[config.mk]
export PLATFORM = sky130hd
export DESIGN_NAME = serial_pattern_generator
export DESIGN_NICKNAME = d
export VERILOG_FILES = /design/src/rtl/serial_pattern_generator.sv
export SDC_FILE = /design/constraint.sdc
export NUM_CORES = 1
export LEC_CHECK = 0
export CAP_MARGIN = 10
export CORE_MARGIN = 2
export CORE_UTILIZATION = 50
export CTS_CLUSTER_SIZE = 16
export DETAILED_ROUTE_END_ITERATION = 12
export DONT_BUFFER_PORTS = 1
export GPL_ROUTABILITY_DRIVEN = 0
export PLACE_DENSITY = 0.75
export SLEW_MARGIN = 20
export SYNTH_ARGS = -nofsm -noshare
export SYNTH_HDL_FRONTEND = slang
export SYNTH_SLANG_ARGS = --single-unit
[constraint.sdc]
create_clock -name clk -period 2.1 [get_ports clk]
set_input_delay 0 -clock clk [delete_from_list [all_inputs] [get_ports clk]]
set_output_delay 0 -clock clk [all_outputs]
set_load 0.02 [all_outputs]
[src/rtl/serial_pattern_generator.sv]
// Serial pattern generator: latches pattern/len/reps on start and shifts
// the pattern out MSB-first, repeated back-to-back, then pulses done.
//
// Ports:
//   clk, rst_n          clock, synchronous active-low reset
//   start               request pulse, sampled only in IDLE
//   pattern, len, reps  transmission parameters, latched on acceptance
//   abort               terminate an in-progress transmission
//   dout, dout_valid    serial bit and its qualifier
//   busy                high from acceptance until completion or abort
//   done                one-cycle pulse on normal completion
//   err                 one-cycle pulse when a start request is rejected
module serial_pattern_generator #(
   parameter int MAX_LEN = 16,
   parameter int LEN_W   = 5,
   parameter int REP_W   = 4
) (
   input  logic               clk,
   input  logic               rst_n,
   input  logic               start,
   input  logic [MAX_LEN-1:0] pattern,
   input  logic [LEN_W-1:0]   len,
   input  logic [REP_W-1:0]   reps,
   input  logic               abort,
   output logic               dout,
   output logic               dout_valid,
   output logic               busy,
   output logic               done,
   output logic               err
);

   typedef enum logic [1:0] {
      IDLE  = 2'd0,
      SHIFT = 2'd1,
      DONE  = 2'd2
   } state_t;

   state_t             state_q, state_n;
   logic [MAX_LEN-1:0] pat_q, pat_n;
   logic [LEN_W-1:0]   len_q, len_n;
   logic [LEN_W-1:0]   idx_q, idx_n;
   logic [REP_W-1:0]   rep_q, rep_n;

   logic dout_n, valid_n, busy_n, done_n, err_n;
   logic req_ok;

   // Shift-based select keeps the index width independent of MAX_LEN.
   function automatic logic bit_at(
      input logic [MAX_LEN-1:0] p,
      input logic [LEN_W-1:0]   i
   );
      logic [MAX_LEN-1:0] s;
      s = p >> i;
      return s[0];
   endfunction

   assign req_ok = (len != '0) &&
                   (len <= LEN_W'(MAX_LEN)) &&
                   (reps != '0);

   // idx_q always names the bit currently on dout, so the first bit is
   // driven straight from the input pattern at the accepting edge.
   always_comb begin
      state_n = state_q;
      pat_n   = pat_q;
      len_n   = len_q;
      idx_n   = idx_q;
      rep_n   = rep_q;
      dout_n  = 1'b0;
      valid_n = 1'b0;
      busy_n  = 1'b0;
      done_n  = 1'b0;
      err_n   = 1'b0;
      unique case (state_q)
         IDLE: begin
            if (start) begin
               if (req_ok) begin
                  pat_n   = pattern;
                  len_n   = len;
                  idx_n   = len - 1'b1;
                  rep_n   = reps;
                  state_n = SHIFT;
                  busy_n  = 1'b1;
                  valid_n = 1'b1;
                  dout_n  = bit_at(pattern, len - 1'b1);
               end else begin
                  err_n = 1'b1;
               end
            end
         end
         SHIFT: begin
            if (abort) begin
               state_n = IDLE;
            end else if (idx_q == '0 && rep_q == REP_W'(1)) begin
               state_n = DONE;
               done_n  = 1'b1;
            end else if (idx_q == '0) begin
               idx_n   = len_q - 1'b1;
               rep_n   = rep_q - 1'b1;
               busy_n  = 1'b1;
               valid_n = 1'b1;
               dout_n  = bit_at(pat_q, len_q - 1'b1);
            end else begin
               idx_n   = idx_q - 1'b1;
               busy_n  = 1'b1;
               valid_n = 1'b1;
               dout_n  = bit_at(pat_q, idx_q - 1'b1);
            end
         end
         DONE: begin
            state_n = IDLE;
         end
         default: begin
            state_n = IDLE;
         end
      endcase
   end

   always_ff @(posedge clk) begin
      if (!rst_n) begin
         state_q    <= IDLE;
         pat_q      <= '0;
         len_q      <= '0;
         idx_q      <= '0;
         rep_q      <= '0;
         dout       <= 1'b0;
         dout_valid <= 1'b0;
         busy       <= 1'b0;
         done       <= 1'b0;
         err        <= 1'b0;
      end else begin
         state_q    <= state_n;
         pat_q      <= pat_n;
         len_q      <= len_n;
         idx_q      <= idx_n;
         rep_q      <= rep_n;
         dout       <= dout_n;
         dout_valid <= valid_n;
         busy       <= busy_n;
         done       <= done_n;
         err        <= err_n;
      end
   end

endmodule

==> flow_summary.json, run 1 <==
{
  "cp_data_arrival_time_ps": 2270,
  "rsz0062_at_grt": "false",
  "cts.htree.levels": 2,
  "synthesis.nets": 249,
  "synthesis.area_per_instance_um2": 8.95,
  "internal-power_mw": 1.29,
  "timing.slew.headroom_pct": 67.6,
  "period_needed_ps": 2030,
  "drc": 0,
  "clk_transition_reported_paths_ps": 70,
  "critical_path_class": "input port to register",
  "io_buffers": 0,
  "grt_first_pass_wirelength_mm": 7.72,
  "final-setup-viol-count": 0,
  "diodes": 0,
  "max_slew.worst_pin.slew_ps": 484,
  "worst_min_path_class": "input port to register",
  "setup_tns_ps": 0,
  "syn_inst": 217,
  "syn-cell-area_um2": 1940,
  "crit_path_start_kind": "input port",
  "die_width_um": 66.3,
  "leakage_nw": 1.06,
  "worstSkewPairLatency_ps": 300,
  "pwr-share-clk_pct": 33.7,
  "drive_above_1_share_pct": 14.4,
  "failed_checks": "negative hold slack",
  "clkSinkCount": 36,
  "routed_wl_mm": 4.67,
  "netlist.top_cell.by_area": "sky130_fd_sc_hd__dfxtp_1",
  "total_iterations_of_the_first_detailed_routing_run": 4,
  "number_of_flops_mapped_to_enable_cells_by_yosys": 0,
  "clockRootBuffer": "sky130_fd_sc_hd__clkbuf_8",
  "floorplan.rows": 22,
  "async_reset_ff_share_pct": 0,
  "run_status": "complete, but fails checks",
  "tritoncts_clock_tree": "yes",
  "finish.cell_count_without_fillers": 298,
  "final_cell_area_um2": 2410,
  "ys_top_cells_by_count": "37 x sky130_fd_sc_hd__nor2_1, 36 x sky130_fd_sc_hd__dfxtp_1, 22 x sky130_fd_sc_hd__mux2i_1",
  "fin_util_pct": 65.5,
  "seq_area_um2": 721,
  "global_route.usage.total_pct": 23.2,
  "detailedPlacementHpwl_mm": 3.22,
  "yosys.cell_count.top_type": "sky130_fd_sc_hd__nor2_1",
  "power_mw": 1.80,
  "finClkSkew_ps": 8.98,
  "multiInputGateArea_um2": 1160,
  "setup.worst_path.end_class": "register",
  "timing.critical_path.fanout_max": 3,
  "core_area_um2": 3690,
  "p_comb_share_pct": 23.5,
  "design.portCount": 34,
  "layout.nets": 281,
  "maxClockFrequency_mhz": 492,
  "postPlaceCellArea_um2": 2020,
  "switching_share_pct": 28.7,
  "cts_inserted_buffers": 5,
  "hold_slack_ps": -4.26,
  "initialDrtViolationCount": 70,
  "ys_ff_latch": 36,
  "placed_cell_count": 264,
  "routed-via-count": 1715,
  "netlist_top_cells_area": "sky130_fd_sc_hd__dfxtp_1 37%, sky130_fd_sc_hd__mux2i_1 11%, sky130_fd_sc_hd__nor2_1 7.1%",
  "critPathRequiredTime_ps": 2340,
  "timing.critical_path.slowest_cell_delay_ps": 590,
  "grt_overflow": 0,
  "fin_crit_sh_pct": 96.8,
  "seq_power_share_pct": 42.8,
  "synth_seq_area_share_pct": 37.1,
  "place_ws_ps": 143,
  "die_height_um": 66.3,
  "routed_via_density": 5.76,
  "fillCellCount": 303,
  "initial_core_utilization_pct": 52.7,
  "synth_largest_type_area_fraction_pct": 37.1,
  "max-cap-violations": 0,
  "cts_max_path_buffers": 2,
  "power_per_cell_area_nw_per_um2": 747,
  "timing_hold_violations_final": 1,
  "area_growth_pct": 24.3,
  "timing.final.ws_setup_ps": 68.1,
  "switching_power_mw": 0.518,
  "drt.antenna.violating_nets": 0,
  "library_cells_used_by_synthesis": 53,
  "design.die.area_um2": 4400,
  "peakVddDrop_mv": 0.521,
  "pin_count_of_the_biggest_net_entering_global_routing": 18,
  "grt_antenna_before_repair": 0,
  "post_detailed_route_wirelength_per_cell_um": 15.7,
  "final-max-slew-violation-count": 0,
  "most_repeated_library_cell_on_the_critical_path": "sky130_fd_sc_hd__dlygate4sd3_1",
  "yosysWarnings": 0,
  "number_of_global_route_vias_before_repair": 1638,
  "yosys_most_used_dff": "sky130_fd_sc_hd__dfxtp_1",
  "cell_with_the_biggest_individual_delay_on_the_critical_path": "sky130_fd_sc_hd__dlygate4sd3_1",
  "worstPathCellList": "dlygate4sd3_1 > or4_1 > dlygate4sd3_1 > a21oi_1 > dlygate4sd3_1"
}
==> state kept, by name (all words and copies together), names as in the netlist <==
register and flops:
err 1, done 1, len_q 5, idx_q 5
state_q 2, busy 1, pat_q 16, rep_q 4
dout 1
==> power groups by stage <==
stage	sequential (mW)	combinational, mW	clock [mW]
5_1_grt	0.778	0.467	0.650
2_1_floorplan	0.768	0.305	0
6_report	0.773	0.424	0.608
3_3_place_gp	0.783	0.360	0
4_1_cts	0.768	0.409	0.618
3_5_place_dp	0.783	0.367	0
==> metal layers <==
layer  wire (µm)  track usage, %  up-vias
li1            -               -      844
met3         257            5.96       17
met5           0               0        -
met2        2170            37.1       60
met1        2100            29.0      794
met4         146            10.7        0
==> kinds of logic (layout without fill, tap and decap cells) <==
logic type                 count (synthesis)  in the layout  synth area share [%]
buffers and inverters                     20             53                  4.70
muxes                                     28             28                  17.3
AOI/OAI and AO/OA                         48             48                  17.8
DFF                                       36             36                  37.1
and+or+nand+nor                           76             76                  18.5
adders and majority gates                  3              3                  1.93
xor gates and xnor gates                   6              6                  2.70
==> cells in the final DEF (no fill, tap or decap), drive strengths merged, types with 2 or more instances in the layout <==
| cell | count |
|---|---|
| a211oi | 4 |
| a21o | 2 |
| a21oi | 13 |
| a22oi | 2 |
| a31oi | 2 |
| a32o | 2 |
| and2 | 2 |
| and2b | 2 |
| buf | 9 |
| clkbuf | 5 |
| dfxtp | 36 |
| dlygate4sd3 | 26 |
| ha | 3 |
| inv | 10 |
| mux2 | 2 |
| mux2i | 22 |
| mux4 | 4 |
| nand2 | 13 |
| nand2b | 2 |
| nor2 | 37 |
| nor2b | 3 |
| nor3 | 5 |
| nor3b | 3 |
| o211a | 3 |
| o211ai | 2 |
| o21ai | 7 |
| or2 | 3 |
| xnor2 | 4 |
| xor2 | 2 |
==> final cells by class <==
cell class | instances | share of cell area (%)
repair buffers | 35 | 13.6
well taps | 48 | 2.49
clock inverters | 3 | 1.76
multi-input cells | 161 | 47.9
flip-flops and latches | 36 | 29.8
inverters | 10 | 1.55
clock buffers | 5 | 2.85
==> critical path, delay by kind of cell <==
family / cells / cell delay, ps
compound gates: 1 / 150
buf+inv: 3 / 1660
simple gates: 1 / 460
==> repair_timing <==
action | in CTS | in global routing
setup endpoints to repair | 0 | 3
hold buffers | 26 | 0
hold endpoints to repair | 27 | 0
gates resized for setup | 0 | 4
setup buffers | 0 | 0
==> path summary, 6_finish.rpt <==
| check | start | endpoint | slack, ps | depth (start not counted) |
|---|---|---|---|---|
| setup / recovery | reps[3] | err | 70 | 5 |
| hold / removal | reps[1] | rep_q[1] | -4 | 2 |
| setup reg to reg | idx_q[1] | dout | 110 | 6 |
| hold reg to reg | rep_q[3] | rep_q[3] | 500 | 2 |
Note: power is estimated with default switching activity, not from simulation.
==> run 2, diff against run 1 <==
==> constraint.sdc (replaced) <==
create_clock -name clk -period 2.1 [get_ports clk]
set_input_delay 0.21 -clock clk [delete_from_list [all_inputs] [get_ports clk]]
set_output_delay 0.21 -clock clk [all_outputs]
set_load 0.02 [all_outputs]
==> run 2 against run 1 <==
Effect of this change:
- the run now ends clean
- final area fell by 11%
- wire length down 7.7%
- global-route usage down 1.4 points
- hold slack improved by 34 ps
- highest routed layer unchanged
==> flow_summary.json, run 2 (same netlist as run 1, synthesis figures left out) <==
{
  "final-max-slew-violation-count": 0,
  "mostFrequentLayoutCells": "37 x sky130_fd_sc_hd__nor2_1, 36 x sky130_fd_sc_hd__dfxtp_1, 22 x sky130_fd_sc_hd__mux2i_1, 13 x sky130_fd_sc_hd__a21oi_1, 13 x sky130_fd_sc_hd__nand2_1",
  "grt_overflow": 0,
  "hold_slack_ps": 29.3,
  "largest_reg_flops": 16,
  "final_cell_area_um2": 2140,
  "power_mw": 1.69,
  "design.die.area_um2": 4400,
  "rsz0062_at_grt": "true",
  "setup.worst_path.end_class": "register",
  "routed-via-count": 1642,
  "critPathRequiredTime_ps": 2280,
  "die_width_um": 66.3,
  "timing_hold_violations_final": 0,
  "finClkSkew_ps": 4.92,
  "routed_wl_mm": 4.32,
  "multiInputGateArea_um2": 1160,
  "final-setup-viol-count": 0,
  "diodes": 0,
  "timing.slew.headroom_pct": 60.8,
  "initial_core_utilization_pct": 52.7,
  "grt_antenna_before_repair": 0,
  "clockRootBuffer": "sky130_fd_sc_hd__clkbuf_8",
  "period_needed_ps": 2020,
  "cp_data_arrival_time_ps": 2200,
  "io_buffers": 0,
  "die_height_um": 66.3,
  "peakVddDrop_mv": 0.468,
  "postPlaceCellArea_um2": 2010,
  "cts_inserted_buffers": 5,
  "pin_count_of_the_biggest_net_entering_global_routing": 30,
  "top_register": "pat_q",
  "worstSkewPairLatency_ps": 290,
  "timing.critical_path.fanout_max": 7,
  "seq_area_um2": 721,
  "setup_tns_ps": 0,
  "tritoncts_clock_tree": "yes",
  "layout.cells.most_common": "sky130_fd_sc_hd__nor2_1",
  "crit_path_start_kind": "register",
  "fillCellCount": 322,
  "critical_path_class": "register to register",
  "cts.htree.levels": 2,
  "drc": 0,
  "floorplan.rows": 22,
  "clkSinkCount": 36,
  "grt_first_pass_wirelength_mm": 7.15,
  "leakage_nw": 0.947,
  "maxClockFrequency_mhz": 495,
  "design.portCount": 34,
  "routed_via_density": 6.04,
  "detailedPlacementHpwl_mm": 3.10,
  "core_area_um2": 3690,
  "worst_min_path_class": "input port to register",
  "max_slew.worst_pin.slew_ps": 580,
  "fin_crit_sh_pct": 96.1,
  "clk_transition_reported_paths_ps": 70,
  "layout.nets": 255,
  "power_per_cell_area_nw_per_um2": 789,
  "drt.antenna.violating_nets": 0,
  "largestRegisters": "pat_q (16), idx_q (5), len_q (5)",
  "area_growth_pct": 10.0,
  "global_route.usage.total_pct": 21.8,
  "cts_max_path_buffers": 2,
  "initialDrtViolationCount": 62,
  "max-cap-violations": 0,
  "number_of_global_route_vias_before_repair": 1527,
  "drive_above_1_share_pct": 15.2,
  "run_status": "completed",
  "total_iterations_of_the_first_detailed_routing_run": 4,
  "post_detailed_route_wirelength_per_cell_um": 15.9
}
## run 2: worst max-delay path: stages, from the launching register on
cell	delay [ps]
sky130_fd_sc_hd__dfxtp_1	370
sky130_fd_sc_hd__or3_1	440
sky130_fd_sc_hd__o21ai_4	200
sky130_fd_sc_hd__a311oi_1	100
sky130_fd_sc_hd__xnor2_1	340
sky130_fd_sc_hd__o32ai_1	170
sky130_fd_sc_hd__a211o_1	300
## run 2: timing repair
action                     in CTS  in global routing
hold endpoints to repair        0                  0
hold buffers                    0                  0
buffers inserted                0                  1
setup endpoints to repair       0                  4
gates resized for setup         0                  4
## run 2: where the power goes
part / total (mW) / internal (mW) / switching, mW
clock network: 0.516 / 0.266 / 0.250
registers: 0.771 / 0.725 / 0.0458
logic: 0.401 / 0.188 / 0.213
## run 2: stage by stage
step / utilization [%] / instances / setup WS [ps]
floorplan: - / 217 / 168
global placement: 54.5 / 263 / 84.2
detailed placement: 54.5 / 263 / 83.4
CTS: 57.0 / 271 / 48.0
global route: 58.0 / 272 / -34.1
finish: 58.0 / 272 / 81.1
## run 2: path summary, 6_finish.rpt
kind / startpoint / to / slack, ps / cells after the start
worst max-delay path: idx_q[4] / dout / 80 / 6
worst min-delay path: rst_n / err / 30 / 2
worst max register to register: idx_q[4] / dout / 80 / 6
worst min register to register: rep_q[3] / rep_q[3] / 500 / 2
## run 2: area by class of cell
type	instances	area share (%)
Sequential cell	36	33.7
Clock buffer	7	4.04
Multi-Input combinational cell	161	54.2
Clock inverter	1	0.351
Tap cell	48	2.81
Inverter	10	1.76
Timing Repair Buffer	9	3.16
## run 2: layer usage
| layer | wire, µm | vias up | global-route usage, % |
|---|---|---|---|
| met5 | 0 | - | 0 |
| met4 | 99 | 0 | 11.2 |
| met3 | 315 | 8 | 5.79 |
| met2 | 2070 | 60 | 35.6 |
| met1 | 1830 | 782 | 26.0 |
| li1 | - | 792 | - |
==> run 3, diff against run 2 <==
- CTS_BUF_LIST: default -> sky130_fd_sc_hd__clkbuf_8
==> run 3 against run 2 <==
Effect of this change:
- clock-buffer cell count fell by 1
- power shrank 0.14%
- clock power about the same
- maximum frequency is essentially flat
- non-clock buffer count unchanged
- final cell count stayed put
- critical endpoint unchanged
- clock skew increased by 0.75 ps
- flip-flop and latch count stayed put
==> flow_summary.json, run 3 (same netlist as run 1, synthesis figures left out) <==
{
  "design.portCount": 34,
  "final-setup-viol-count": 0,
  "grt_antenna_before_repair": 0,
  "run_status": "completed",
  "fin_util_pct": 58.0,
  "core_area_um2": 3690,
  "finish.cell_count_without_fillers": 272,
  "final-max-slew-violation-count": 0,
  "initial_core_utilization_pct": 52.7,
  "crit_start": "idx_q[4]",
  "die_width_um": 66.3,
  "mostFrequentLayoutCells": "37 x sky130_fd_sc_hd__nor2_1, 36 x sky130_fd_sc_hd__dfxtp_1, 22 x sky130_fd_sc_hd__mux2i_1, 13 x sky130_fd_sc_hd__a21oi_1, 13 x sky130_fd_sc_hd__nand2_1",
  "detailedPlacementHpwl_mm": 3.10,
  "hold_path_startpoint": "rst_n",
  "leakage_nw": 0.951,
  "timing.final.ws_setup_ps": 79.6,
  "drive_above_1_share_pct": 15.2,
  "cts_hold_repair.buffers": 0,
  "routed-via-count": 1633,
  "top_register": "pat_q",
  "design.die.area_um2": 4400,
  "max-cap-violations": 0,
  "die_height_um": 66.3,
  "routed_via_density": 6.00,
  "area_growth_pct": 10.0,
  "cp_data_arrival_time_ps": 2200,
  "grt_first_pass_wirelength_mm": 7.15,
  "drt.antenna.violating_nets": 0,
  "drc": 0,
  "worstSkewPairLatency_ps": 290,
  "setup.worst_path.end_class": "register",
  "fin_crit_sh_pct": 96.2,
  "worst_min_path_class": "input port to register",
  "timing.critical_path.fanout_max": 7,
  "largest_reg_flops": 16,
  "setup_tns_ps": 0,
  "initialDrtViolationCount": 62,
  "power_mw": 1.69,
  "pin_count_of_the_biggest_net_entering_global_routing": 30,
  "r2r_setup_slack_ps": 80,
  "place_ws_ps": 83.4,
  "period_needed_ps": 2020,
  "layout.cells.most_common": "sky130_fd_sc_hd__nor2_1",
  "cts_inserted_buffers": 5,
  "number_of_global_route_vias_before_repair": 1527,
  "grt_overflow": 0,
  "rsz0062_at_grt": "true",
  "postPlaceCellArea_um2": 2010,
  "hold_slack_ps": 30.4,
  "timing.slew.headroom_pct": 59.5,
  "crit_path_start_kind": "register",
  "power_per_cell_area_nw_per_um2": 788,
  "cts.htree.levels": 2,
  "placed_cell_count": 263,
  "floorplan.rows": 22,
  "total_iterations_of_the_first_detailed_routing_run": 4,
  "largestRegisters": "pat_q (16), idx_q (5), len_q (5)",
  "routed_wl_mm": 4.32,
  "global_route.usage.total_pct": 21.8,
  "rr_startpoint": "idx_q[4]",
  "clkSinkCount": 36,
  "max_slew.worst_pin.slew_ps": 599,
  "timing_hold_violations_final": 0,
  "diodes": 0,
  "cts_max_path_buffers": 2,
  "post_detailed_route_wirelength_per_cell_um": 15.9,
  "io_buffers": 0,
  "final_cell_area_um2": 2140,
  "maxClockFrequency_mhz": 495,
  "clockRootBuffer": "sky130_fd_sc_hd__clkbuf_8",
  "critPathRequiredTime_ps": 2280,
  "layout.nets": 255,
  "clk_transition_reported_paths_ps": 70,
  "critical_path_class": "register to register",
  "tritoncts_clock_tree": "yes",
  "peakVddDrop_mv": 0.468,
  "finClkSkew_ps": 5.67
}
run 3: cell types whose count changed in the layout (fill, tap and decap cells not counted):
| cell | delta |
|---|---|
| sky130_fd_sc_hd__clkbuf_1 | -1 |
| sky130_fd_sc_hd__inv_1 | +1 |
run 3: per-layer routing:
| layer | vias to the layer above | GRT usage (%) | part of all wire [%] |
|---|---|---|---|
| met2 | 67 | 35.6 | 48 |
| met3 | 8 | 5.79 | 7.8 |
| met5 | - | 0 | 0 |
| met4 | 0 | 11.2 | 2.3 |
| met1 | 767 | 26.0 | 42 |
| li1 | 791 | - | - |
run 3: layout make-up:
type,count,area (µm²)
Clock buffer,6,82.6
Clock inverter,2,11.3
Fill cell,322,1550
Inverter,10,37.5
Multi-Input combinational cell,161,1160
Sequential cell,36,721
Tap cell,48,60.1
Timing Repair Buffer,9,67.6
run 3: worst paths after layout:
check        cells past startpoint        to
min reg2reg                      2  rep_q[3]
max reg2reg                      6      dout
max                              6      dout
min                              1      busy
run 3: critical path, cell delays in order, from the launching register on:
cell,delay (ps)
sky130_fd_sc_hd__dfxtp_1,370
sky130_fd_sc_hd__or3_1,440
sky130_fd_sc_hd__o21ai_4,200
sky130_fd_sc_hd__a311oi_1,100
sky130_fd_sc_hd__xnor2_1,340
sky130_fd_sc_hd__o32ai_1,170
sky130_fd_sc_hd__a211o_1,300
run 3: where the power goes:
group | total (mW) | switching [mW] | internal, mW
registers | 0.771 | 0.0460 | 0.725
logic | 0.401 | 0.213 | 0.188
clock network | 0.513 | 0.252 | 0.262
total | 1.69 | 0.511 | 1.17
run 3: what timing repair did:
item	4_1_cts	5_1_grt
buffers inserted	0	1
resized for setup	0	4
setup endpoints to repair	0	4
